==> src/rtl/router_in_port_buffer.sv <==
// router_in_port_buffer
// Per-port input FIFO for a mesh router. Flits arrive from the upstream link,
// are held in a small circular buffer, and the head flit's destination address
// is presented to route computation / arbitration. A switch grant pops the head.
//
// Handshake: upstream may push (flit_valid_i) only while buffer_full_o is low;
// a push while full is dropped and recorded in the sticky overflow_o. The switch
// may pop (pop_i) only while packet_valid_o is high; a pop while empty is ignored
// and recorded in the sticky underflow_o. All outputs are driven from registered
// state only, so a pushed flit becomes visible at the head after the push edge.
module router_in_port_buffer #(
    parameter  int DATA_W = 16,
    parameter  int DEPTH  = 4,
    localparam int CNT_W  = $clog2(DEPTH) + 1
) (
    input  logic              clk,
    input  logic              rst,
    input  logic [DATA_W-1:0] flit_i,
    input  logic              flit_valid_i,
    output logic              buffer_full_o,
    output logic [7:0]        packet_addr_o,
    output logic              packet_valid_o,
    output logic [DATA_W-1:0] flit_o,
    input  logic              pop_i,
    output logic [CNT_W-1:0]  count_o,
    output logic              overflow_o,
    output logic              underflow_o
);

    localparam int PTR_W = $clog2(DEPTH);

    logic [DATA_W-1:0] r_mem [DEPTH];
    logic [PTR_W-1:0]  r_wr_ptr;
    logic [PTR_W-1:0]  r_rd_ptr;
    logic [CNT_W-1:0]  r_count;
    logic              r_overflow;
    logic              r_underflow;

    logic w_full;
    logic w_valid;
    logic w_push;
    logic w_pop;

    // Status and accepted-transfer qualification, from registered count only
    always_comb begin
        w_full  = (r_count == CNT_W'(DEPTH));
        w_valid = (r_count != '0);
        w_push  = flit_valid_i & ~w_full;
        w_pop   = pop_i & w_valid;
    end

    // Storage write; the array is intentionally not reset
    always_ff @(posedge clk) begin
        if (w_push) begin
            r_mem[r_wr_ptr] <= flit_i;
        end
    end

    // Pointers wrap naturally at DEPTH since DEPTH is a power of two
    always_ff @(posedge clk or negedge rst) begin
        if (!rst) begin
            r_wr_ptr <= '0;
            r_rd_ptr <= '0;
        end else begin
            if (w_push) r_wr_ptr <= r_wr_ptr + 1'b1;
            if (w_pop)  r_rd_ptr <= r_rd_ptr + 1'b1;
        end
    end

    // Occupancy: +1 push only, -1 pop only, unchanged on both or neither
    always_ff @(posedge clk or negedge rst) begin
        if (!rst) begin
            r_count <= '0;
        end else begin
            case ({w_push, w_pop})
                2'b10:   r_count <= r_count + 1'b1;
                2'b01:   r_count <= r_count - 1'b1;
                default: r_count <= r_count;
            endcase
        end
    end

    // Sticky protocol-violation flags, cleared only by reset
    always_ff @(posedge clk or negedge rst) begin
        if (!rst) begin
            r_overflow  <= 1'b0;
            r_underflow <= 1'b0;
        end else begin
            if (flit_valid_i && w_full) r_overflow  <= 1'b1;
            if (pop_i && !w_valid)      r_underflow <= 1'b1;
        end
    end

    // Head presentation; zero when empty so stale storage never leaks out
    always_comb begin
        flit_o         = w_valid ? r_mem[r_rd_ptr] : '0;
        packet_addr_o  = flit_o[7:0];
        packet_valid_o = w_valid;
        buffer_full_o  = w_full;
        count_o        = r_count;
        overflow_o     = r_overflow;
        underflow_o    = r_underflow;
    end

endmodule

==> config.mk <==
export PLATFORM = sky130hd
export DESIGN_NAME = router_in_port_buffer
export DESIGN_NICKNAME = d
export VERILOG_FILES = /design/src/rtl/router_in_port_buffer.sv
export SDC_FILE = /design/constraint.sdc
export NUM_CORES = 1
export LEC_CHECK = 0
export BUFFER_PORTS_ARGS = -buffer_cell sky130_fd_sc_hd__buf_2
export CAP_MARGIN = 20
export CORE_MARGIN = 4
export CORE_UTILIZATION = 59
export DETAILED_ROUTE_END_ITERATION = 10
export PLACE_DENSITY = 0.86
export SETUP_SLACK_MARGIN = 0.02
export SKIP_LAST_GASP = 1
export SYNTH_ARGS = -nofsm -noshare
export SYNTH_HDL_FRONTEND = slang
export SYNTH_SLANG_ARGS = --single-unit
export TNS_END_PERCENT = 20
==> constraint.sdc <==
create_clock -name clk -period 3.4 [get_ports clk]
set_input_delay 0.34 -clock clk [delete_from_list [all_inputs] [get_ports clk]]
set_output_delay 0.34 -clock clk [all_outputs]
set_load 0.1 [all_outputs]
Word-level counts from Yosys, hierarchy flattened. Memory sizes are Yosys's and may differ from the RTL's. Cells that the tools add are included.

Bits in registers: 9. Bits in latches: 0. RAM bits: 64. Bits in read-only memories: 0. Input port bits: 20. Logic and storage cells: 25. Memories kept: 1.

Memories: r_mem (words 4, bits a word 16, rd ports 1, clocked after Yosys merged registers in 0, wr ports 1, RTL line 32) `logic [DATA_W-1:0] r_mem [DEPTH];`.

Add/sub/neg operators: 4. $mul: 0. Divide/modulo/power cells: 0. Order comparisons: 0. Equality and inequality tests: 3. Shift-type cells: 0. Mux-type cells: 4. Bitwise logic cells: 3. Reduce and logical (&&, ||, !) cells: 5.

Operators by type and width (count): 2-to-1 mux 16 bit (1); case mux 3 bit (2 select lines) (1); adder 2 x 1 -> 2 bit, second input constant (2); adder 3 x 1 -> 3 bit, second input constant (1); == test 3 bit, second input constant (1); nonzero test 3 bit (1); subtractor 3 x 1 -> 3 bit, second input constant (1); bitwise AND 1 bit (2); == test 2 x 1 -> 1 bit, second input constant (1); == test 2 bit, second input constant (1); logical AND 1 bit (2); 2-to-1 mux 1 bit (2); nonzero test 2 bit (1); logical NOT 1 bit (1); inverter 1 bit (1).

Depth between registers and ports, before layout. Gate-level depths: netlist of the first run.

Depth in word-level cells: 5. Gate-level depth with buffers: 9.

Least setup slack after synthesis of the first run. No wires, ideal clock.

Kind: register -> output. From: register r_count[0], in the netlist count_o[0]. To: output port packet_addr_o[0]. Arrival time: 3.510 ns. Required time: 3.060 ns. Setup slack: -0.450 ns. Cell stages (with the launch flop): 5. Path buffers: 2. Cells stage by stage: dfrtp_1 or3_1 clkbuf_1 and2_1 buf_4.

Longest elaborated chain between the ends: 2.

RTL lines: from (decl) (RTL line 35) `logic [CNT_W-1:0] r_count;`; from (signal assigned) (RTL line 76) `2'b10: r_count <= r_count + 1'b1;`; from (signal assigned) (RTL line 77) `2'b01: r_count <= r_count - 1'b1;`; from (signal assigned) (RTL line 78) `default: r_count <= r_count;`; nonzero test 3 bit (RTL line 47) `w_valid = (r_count != '0);`; via packet_valid_o (RTL line 22) `output logic packet_valid_o,`; 2-to-1 mux 16 bit (RTL line 96) `flit_o = w_valid ? r_mem[r_rd_ptr] : '0;`; to (decl) (RTL line 21) `output logic [7:0] packet_addr_o,`.

The timed path passes the listed nets, and every way through them passes these cells.

Final worst setup path of the first run.
From: register r_rd_ptr[0]. To: output port packet_addr_o[6].

Longest elaborated chain between the ends: 2.

RTL lines: from (decl) (RTL line 34) `logic [PTR_W-1:0] r_rd_ptr;`; from (signal assigned) (RTL line 66) `if (w_pop) r_rd_ptr <= r_rd_ptr + 1'b1;`; memory read (4 x 16 bit); 2-to-1 mux 16 bit (RTL line 96).

Every way passes these cells.

==> summary.txt, run 1 <==
Timing
  • Crit share post-route: 75.3%
  • Worst slew margin: 40.1%
  • Worst-margin pin slew: 0.898 ns
  • Slew Viols, Final: 0
  • Final Hold Fails: 0
  • Setup WS post-layout: 0.840 ns
  • Skew final: 0.0105 ns
  • Final setup violation count: 0
  • Final setup TNS: 0 ns
  • Tmin final: 2.56 ns
  • Fmax: 391 MHz
  • Unrepaired setup endpoints after global routing: no

Clocking
  • H-tree Lvls: 3
  • Cts bufs inserted: 9
  • Clock buffer depth: 2
  • Root buf cell: clkbuf_8
  • CTS clk-pin slew, worst paths: 0.07 ns
  • CTS tree: done
  • Worst skew pair latency: 0.33 ns
  • Post-CTS setup buffers: 0
  • Post-CTS resize count: 0
  • Num Clock Sinks: 73

Worst hold path
  • Min-Delay Path Depth: 2
  • Hold Crit Class: in2reg

Synthesis
  • Syn_area_per_cell: 19.8 um^2
  • YS warnings: 0
  • Post-synth EDFFs: 64
  • Netlist cell types: 25
  • Most frequent cells after synthesis: edfxtp_1 (64), and2_1 (20), dfrtp_1 (9)
  • Post-Syn Instances: 152
  • Syn Nets: 178
  • Synth top area share: 63.8%
  • #FFs+latches synth: 73
  • Cell taking the most area after synthesis: edfxtp_1
  • Ys async rst share: 12.3%
  • Most common cell in the netlist: edfxtp_1
  • Area of the mapped netlist: 0.00301 mm^2
  • Post-synthesis sequential area ratio: 71.3%
  • Ys flop type: edfxtp_1
  • Largest cells by area after synthesis: edfxtp_1 (64%), dfrtp_1 (7.5%), mux4_1 (7.0%)

GRT
  • All-layer global routing usage: 17.7%
  • Largest net degree at the start of global routing: 21
  • Vias in the first global route: 1,569
  • Initial antenna violation count: 0
  • First-pass GRT wire length: 8020 um
  • Grt total ovfl: 0

Placed design
  • Pre-CTS setup slack: 1.01 ns
  • GPL Wtd Cong: 0.772
  • Post-DP HPWL: 3230 um
  • Port Buf Inserts: 50

Setup path
  • Critical Path RT: 3.06 ns
  • Worst-path fanout max: 13
  • Worst EP arrival: 2.22 ns
  • CP Launch Type: flop
  • Reg-to-reg setup timing slack: 1.02 ns
  • Worst Setup Path Type: reg2out
  • CP endpoint kind: primary output
  • Cell depth of the worst flop-to-flop path: 8

Final layout
  • Area growth, synth to finish: 14.5%
  • Proportion of layout cells with a drive suffix above 1: 36.9%
  • Fillers: 287
  • Total inserted antenna cells: 0
  • Final nets: 227
  • Fin util: 71.1%

Drt
  • 1st-pass router iterations: 4
  • DRC viols: 0
  • Final wirelength: 4870 um
  • Vias: 1,431
  • Routed len/inst: 17.8 um
  • Antenna Nets Post-Route: 0
  • Starting DRT DRC Count: 112
  • Vias per Instance: 5.24

Floorplanning
  • Core Area: 0.00485 mm^2
  • Row cnt: 25
  • Die Y: 79.5 um
  • Initial core utilization: 62.1%
  • Die Wd: 79.5 um
  • Full die area: 0.00631 mm^2
  • Ports: 51

Flow run
  • Total of max-cap violations: 0

Run status
  • Status: completed
==> worst max-delay path, stage by stage (launching register included) <==
cell and delay, ns:
dfrtp_1 0.52, buf_4 0.32, mux4_1 0.59, and2_1 0.18, buf_2 0.29
==> per-layer routing <==
metal | GRT usage, % | wire, um | vias to the layer above
li1 | - | - | 672
met1 | 22.8 | 1970 | 711
met2 | 28.4 | 2630 | 44
met3 | 5.87 | 234 | 4
met4 | 6.19 | 32 | 0
met5 | 0 | 0 | -
==> worst paths after layout <==
check,from,end
max in group asynchronous,rst,count_o[2]$_DFFE_PN0P_
min in group asynchronous,rst,overflow_o$_DFFE_PN0P_
max,r_rd_ptr[0]$_DFFE_PN0P_,packet_addr_o[6]
min,flit_valid_i,overflow_o$_DFFE_PN0P_
min reg2reg,overflow_o$_DFFE_PN0P_,overflow_o$_DFFE_PN0P_
max reg2reg,count_o[0]$_DFFE_PN0P_,count_o[2]$_DFFE_PN0P_
==> state kept, by name (all words and copies together) (netlist names) <==
signal / count
underflow_o: 1
count_o: 3
overflow_o: 1
r_mem: 64
r_rd_ptr: 2
r_wr_ptr: 2
==> cells in the final DEF, fill, tap and decap left out, types with 2 or more instances in the layout <==
master,netlist,layout
xnor2_1,3,3
mux4_2,8,8
clkbuf_8,0,9
ha_1,5,5
dfrtp_1,9,8
edfxtp_1,64,64
mux4_1,8,8
clkinvlp_4,0,2
xor2_1,3,3
inv_1,7,7
buf_2,3,50
and2_1,20,20
clkinv_2,0,2
==> cells by family after synthesis <==
family,synth area share [%]
xor+xnor,1.74
compound gates,0.499
mux,13.7
fa+ha+maj,2.74
buf+inv,4.53
simple gates,5.56
flops,71.3
==> what timing repair did <==
item	CTS	global route
hold endpoints to repair	9	0
endpoints found under the setup margin	0	0
hold buffers	1	0
==> area by class of cell <==
type                    instances  area, um^2  area share, %
clock buffers                  10         128           3.70
repair buffers                 52         268           7.76
flip-flops and latches         73        2150           62.3
multi-input cells              58         736           21.3
inverters                       7        26.3          0.762
well taps                      67        83.8           2.43
clock inverters                 6        58.8           1.71
==> stage by stage <==
| step | cells | hold WS [ns] | cell area [um^2] |
|---|---|---|---|
| 2_1_floorplan | 152 | 0.0444 | 3020 |
| 3_3_place_gp | 256 | 0.192 | 3250 |
| 3_5_place_dp | 256 | 0.209 | 3250 |
| 4_1_cts | 273 | 0.202 | 3450 |
| 5_1_grt | 273 | 0.197 | 3450 |
| 6_report | 273 | 0.221 | 3450 |
Power of run 1 is left out: the tool's default activity adds up to more than one toggle a clock period on the data nets, which glitch-free logic cannot reach.
==> run 2: changes to the inputs <==
--- a/config.mk
+++ b/config.mk
@@ -8,9 +8,9 @@
 export BUFFER_PORTS_ARGS = -buffer_cell sky130_fd_sc_hd__buf_2
 export CAP_MARGIN = 20
 export CORE_MARGIN = 4
-export CORE_UTILIZATION = 59
+export CORE_UTILIZATION = 50
 export DETAILED_ROUTE_END_ITERATION = 10
-export PLACE_DENSITY = 0.86
+export PLACE_DENSITY = 0.78
 export SETUP_SLACK_MARGIN = 0.02
 export SKIP_LAST_GASP = 1
 export SYNTH_ARGS = -nofsm -noshare
==> constraint.sdc (replaced) <==
create_clock -name clk -period 2.2 [get_ports clk]
set_input_delay 0.22 -clock clk [delete_from_list [all_inputs] [get_ports clk]]
set_output_delay 0.22 -clock clk [all_outputs]
set_load 0.1 [all_outputs]
==> run 2 against run 1 <==
  * Clock-buffer cell count stayed put
  * Design area rose by 5.9%
  * Final cell count rose by 5.5%
  * Die area rose by 16%
  * Critical path depth unchanged
  * Hold slack got worse by 0.13 ns
  * Sequential share of layout area down 3.2 points
  * Sequential cell count unchanged
  * Register-to-register slack got worse by 0.81 ns
  * Worst setup slack worse by 0.78 ns
  * Critical path type unchanged
  * Critical endpoint is now flit_o[13]
  * Highest routed layer unchanged
==> summary.txt, run 2 (synthesis results as in run 1) <==
Floorplanning
  • Initial core utilization: 51.2% (-11 points)
  • Row cnt: 28 (+12%)
  • Die Y: 85.6 um (+7.8%)
  • Die Wd: 85.6 um (+7.8%)
  • Full die area: 0.00733 mm^2 (+16%)
  • Core Area: 0.00589 mm^2 (+21%)
  • Ports: 51 (unchanged)

Timing
  • Setup WS post-layout: 0.0647 ns (-0.776 ns)
  • Crit share post-route: 97.1%
  • Slew Viols, Final: 0 (unchanged)
  • Tmin final: 2.14 ns
  • Worst slew margin: 67.4% (+27 points)
  • Fmax: 468 MHz
  • Skew final: 0.0117 ns (+0.00117 ns)
  • Final Hold Fails: 0 (unchanged)
  • Unrepaired setup endpoints after global routing: yes
  • Worst-margin pin slew: 0.492 ns (-0.406 ns)
  • Final setup violation count: 0 (unchanged)
  • WHS: 0.0957 ns (-0.125 ns)

Setup path
  • Critical Path RT: 1.98 ns (-1.08 ns)
  • R2R Path Start: count_o[1]$_DFFE_PN0P_
  • Reg-to-reg endpoint: count_o[2]$_DFFE_PN0P_
  • Worst-path fanout max: 12 (-1)
  • Cell depth of the worst flop-to-flop path: 9 (+1)
  • CP Launch Type: flop
  • Reg-to-reg setup timing slack: 0.21 ns (-0.81 ns)
  • CP endpoint kind: primary output
  • Worst Setup Path Type: reg2out
  • Worst EP arrival: 1.92 ns (-0.30 ns)

Worst hold path
  • Hold Crit Class: in2reg
  • Hold path endpoint: r_mem[0][11]$_DFFE_PP_
  • Min-Delay Path Depth: 1 (-1)
  • HP Start: flit_i[11]

Clocking
  • Cts bufs inserted: 9 (unchanged)
  • Clock buffer depth: 2 (unchanged)
  • CTS clk-pin slew, worst paths: 0.08 ns (about the same)
  • Worst skew pair latency: 0.34 ns (about the same)
  • H-tree Lvls: 3 (unchanged)
  • CTS tree: done
  • Post-CTS setup buffers: 0 (unchanged)
  • Root buf cell: clkbuf_8
  • Num Clock Sinks: 73 (unchanged)

Drt
  • Vias per Instance: 5.11 (-2.6%)
  • Final wirelength: 4780 um (-1.7%)
  • DRC viols: 0 (unchanged)
  • Vias: 1,471 (+2.8%)
  • Starting DRT DRC Count: 95 (-15%)
  • Routed len/inst: 16.6 um (-6.8%)
  • 1st-pass router iterations: 4 (unchanged)
  • Antenna Nets Post-Route: 0 (unchanged)

Final layout
  • Final nets: 234 (+3.1%)
  • Most common cell after layout, fill and taps aside: edfxtp_1
  • Proportion of layout cells with a drive suffix above 1: 45.5% (+8.6 points)
  • Total inserted antenna cells: 0 (unchanged)
  • Max FFs per register: 64 (unchanged)
  • Area growth, synth to finish: 21.2%
  • Commonest cells after routing, fill and taps aside: edfxtp_1 (64), buf_2 (42), and2_1 (13)
  • Most flop-heavy register: r_mem

GRT
  • Vias in the first global route: 1,562 (-0.45%)
  • Largest net degree at the start of global routing: 20 (-4.8%)
  • Grt total ovfl: 0 (unchanged)
  • Initial antenna violation count: 0 (unchanged)
  • All-layer global routing usage: 14.7% (-3.0 points)
  • First-pass GRT wire length: 7870 um (-2.0%)

Placed design
  • GPL Wtd Cong: 0.726 (-5.9%)
  • Post-DP HPWL: 3130 um (-3.2%)
  • Port Buf Inserts: 50 (unchanged)
  • Pre-CTS setup slack: 0.205 ns (-0.806 ns)

Flow run
  • Total of max-cap violations: 0 (unchanged)

Run status
  • Status: completed
run 2: cell count changes in the layout (fill, tap and decap cells not counted), sizes merged:
cell      delta
clkbuf       +7
bufinv       +2
clkinv       -2
clkinvlp     -1
inv          +1
run 2: per-layer routing:
metal  global-route usage [%]  routed length, um
met5                        0                  0
met4                     8.63                 99
met3                     2.69                280
met2                     23.9               2450
met1                     18.5               1960
run 2: worst max-delay path by stage:
| stage | from | end | slack, ns | depth (start not counted) |
|---|---|---|---|---|
| CTS | count_o[0]$_DFFE_PN0P_ | flit_o[1] | 0.03 | 4 |
| floorplan | count_o[2]$_DFFE_PN0P_ | count_o[2]$_DFFE_PN0P_ | -0.62 | 9 |
| finish | r_rd_ptr[0]$_DFFE_PN0P_ | flit_o[13] | 0.06 | 4 |
| detailed placement | count_o[1]$_DFFE_PN0P_ | count_o[2]$_DFFE_PN0P_ | 0.21 | 9 |
| global route | count_o[0]$_DFFE_PN0P_ | flit_o[6] | -0.03 | 4 |
| global placement | count_o[0]$_DFFE_PN0P_ | count_o[2]$_DFFE_PN0P_ | 0.26 | 8 |
run 2: through the flow:
stage          setup TNS (ns)  cells  cell area [um^2]  util (%)
3_5_place_dp                0    271              3380      57.4
6_report                    0    288              3650      62.1
3_3_place_gp                0    271              3380      57.4
4_1_cts                     0    288              3630      61.7
5_1_grt                -0.344    288              3650      62.1
2_1_floorplan          -11.66    152              3060         -
run 2: cell type report:
class                      instances  area, um^2
fill                             434        2230
sequential                        73        2160
multi-input combinational         58         766
timing repair buffer              59         365
clock buffer                      10         128
clock inverter                     6         115
tap                               75        93.8
inverter                           7        26.3
run 2: critical path, stage by stage, from the launching register on:
cell,delay [ns]
dfrtp_1,0.39
buf_12,0.17
mux4_1,0.57
and2_1,0.17
buf_2,0.28
run 2: timing repair:
item                                    4_1_cts  5_1_grt
hold buffers                                  1        0
resized for setup                             0        9
endpoints found under the setup margin        0       24
hold endpoints to repair                      9        0
Power of run 2 is left out for the same reason.
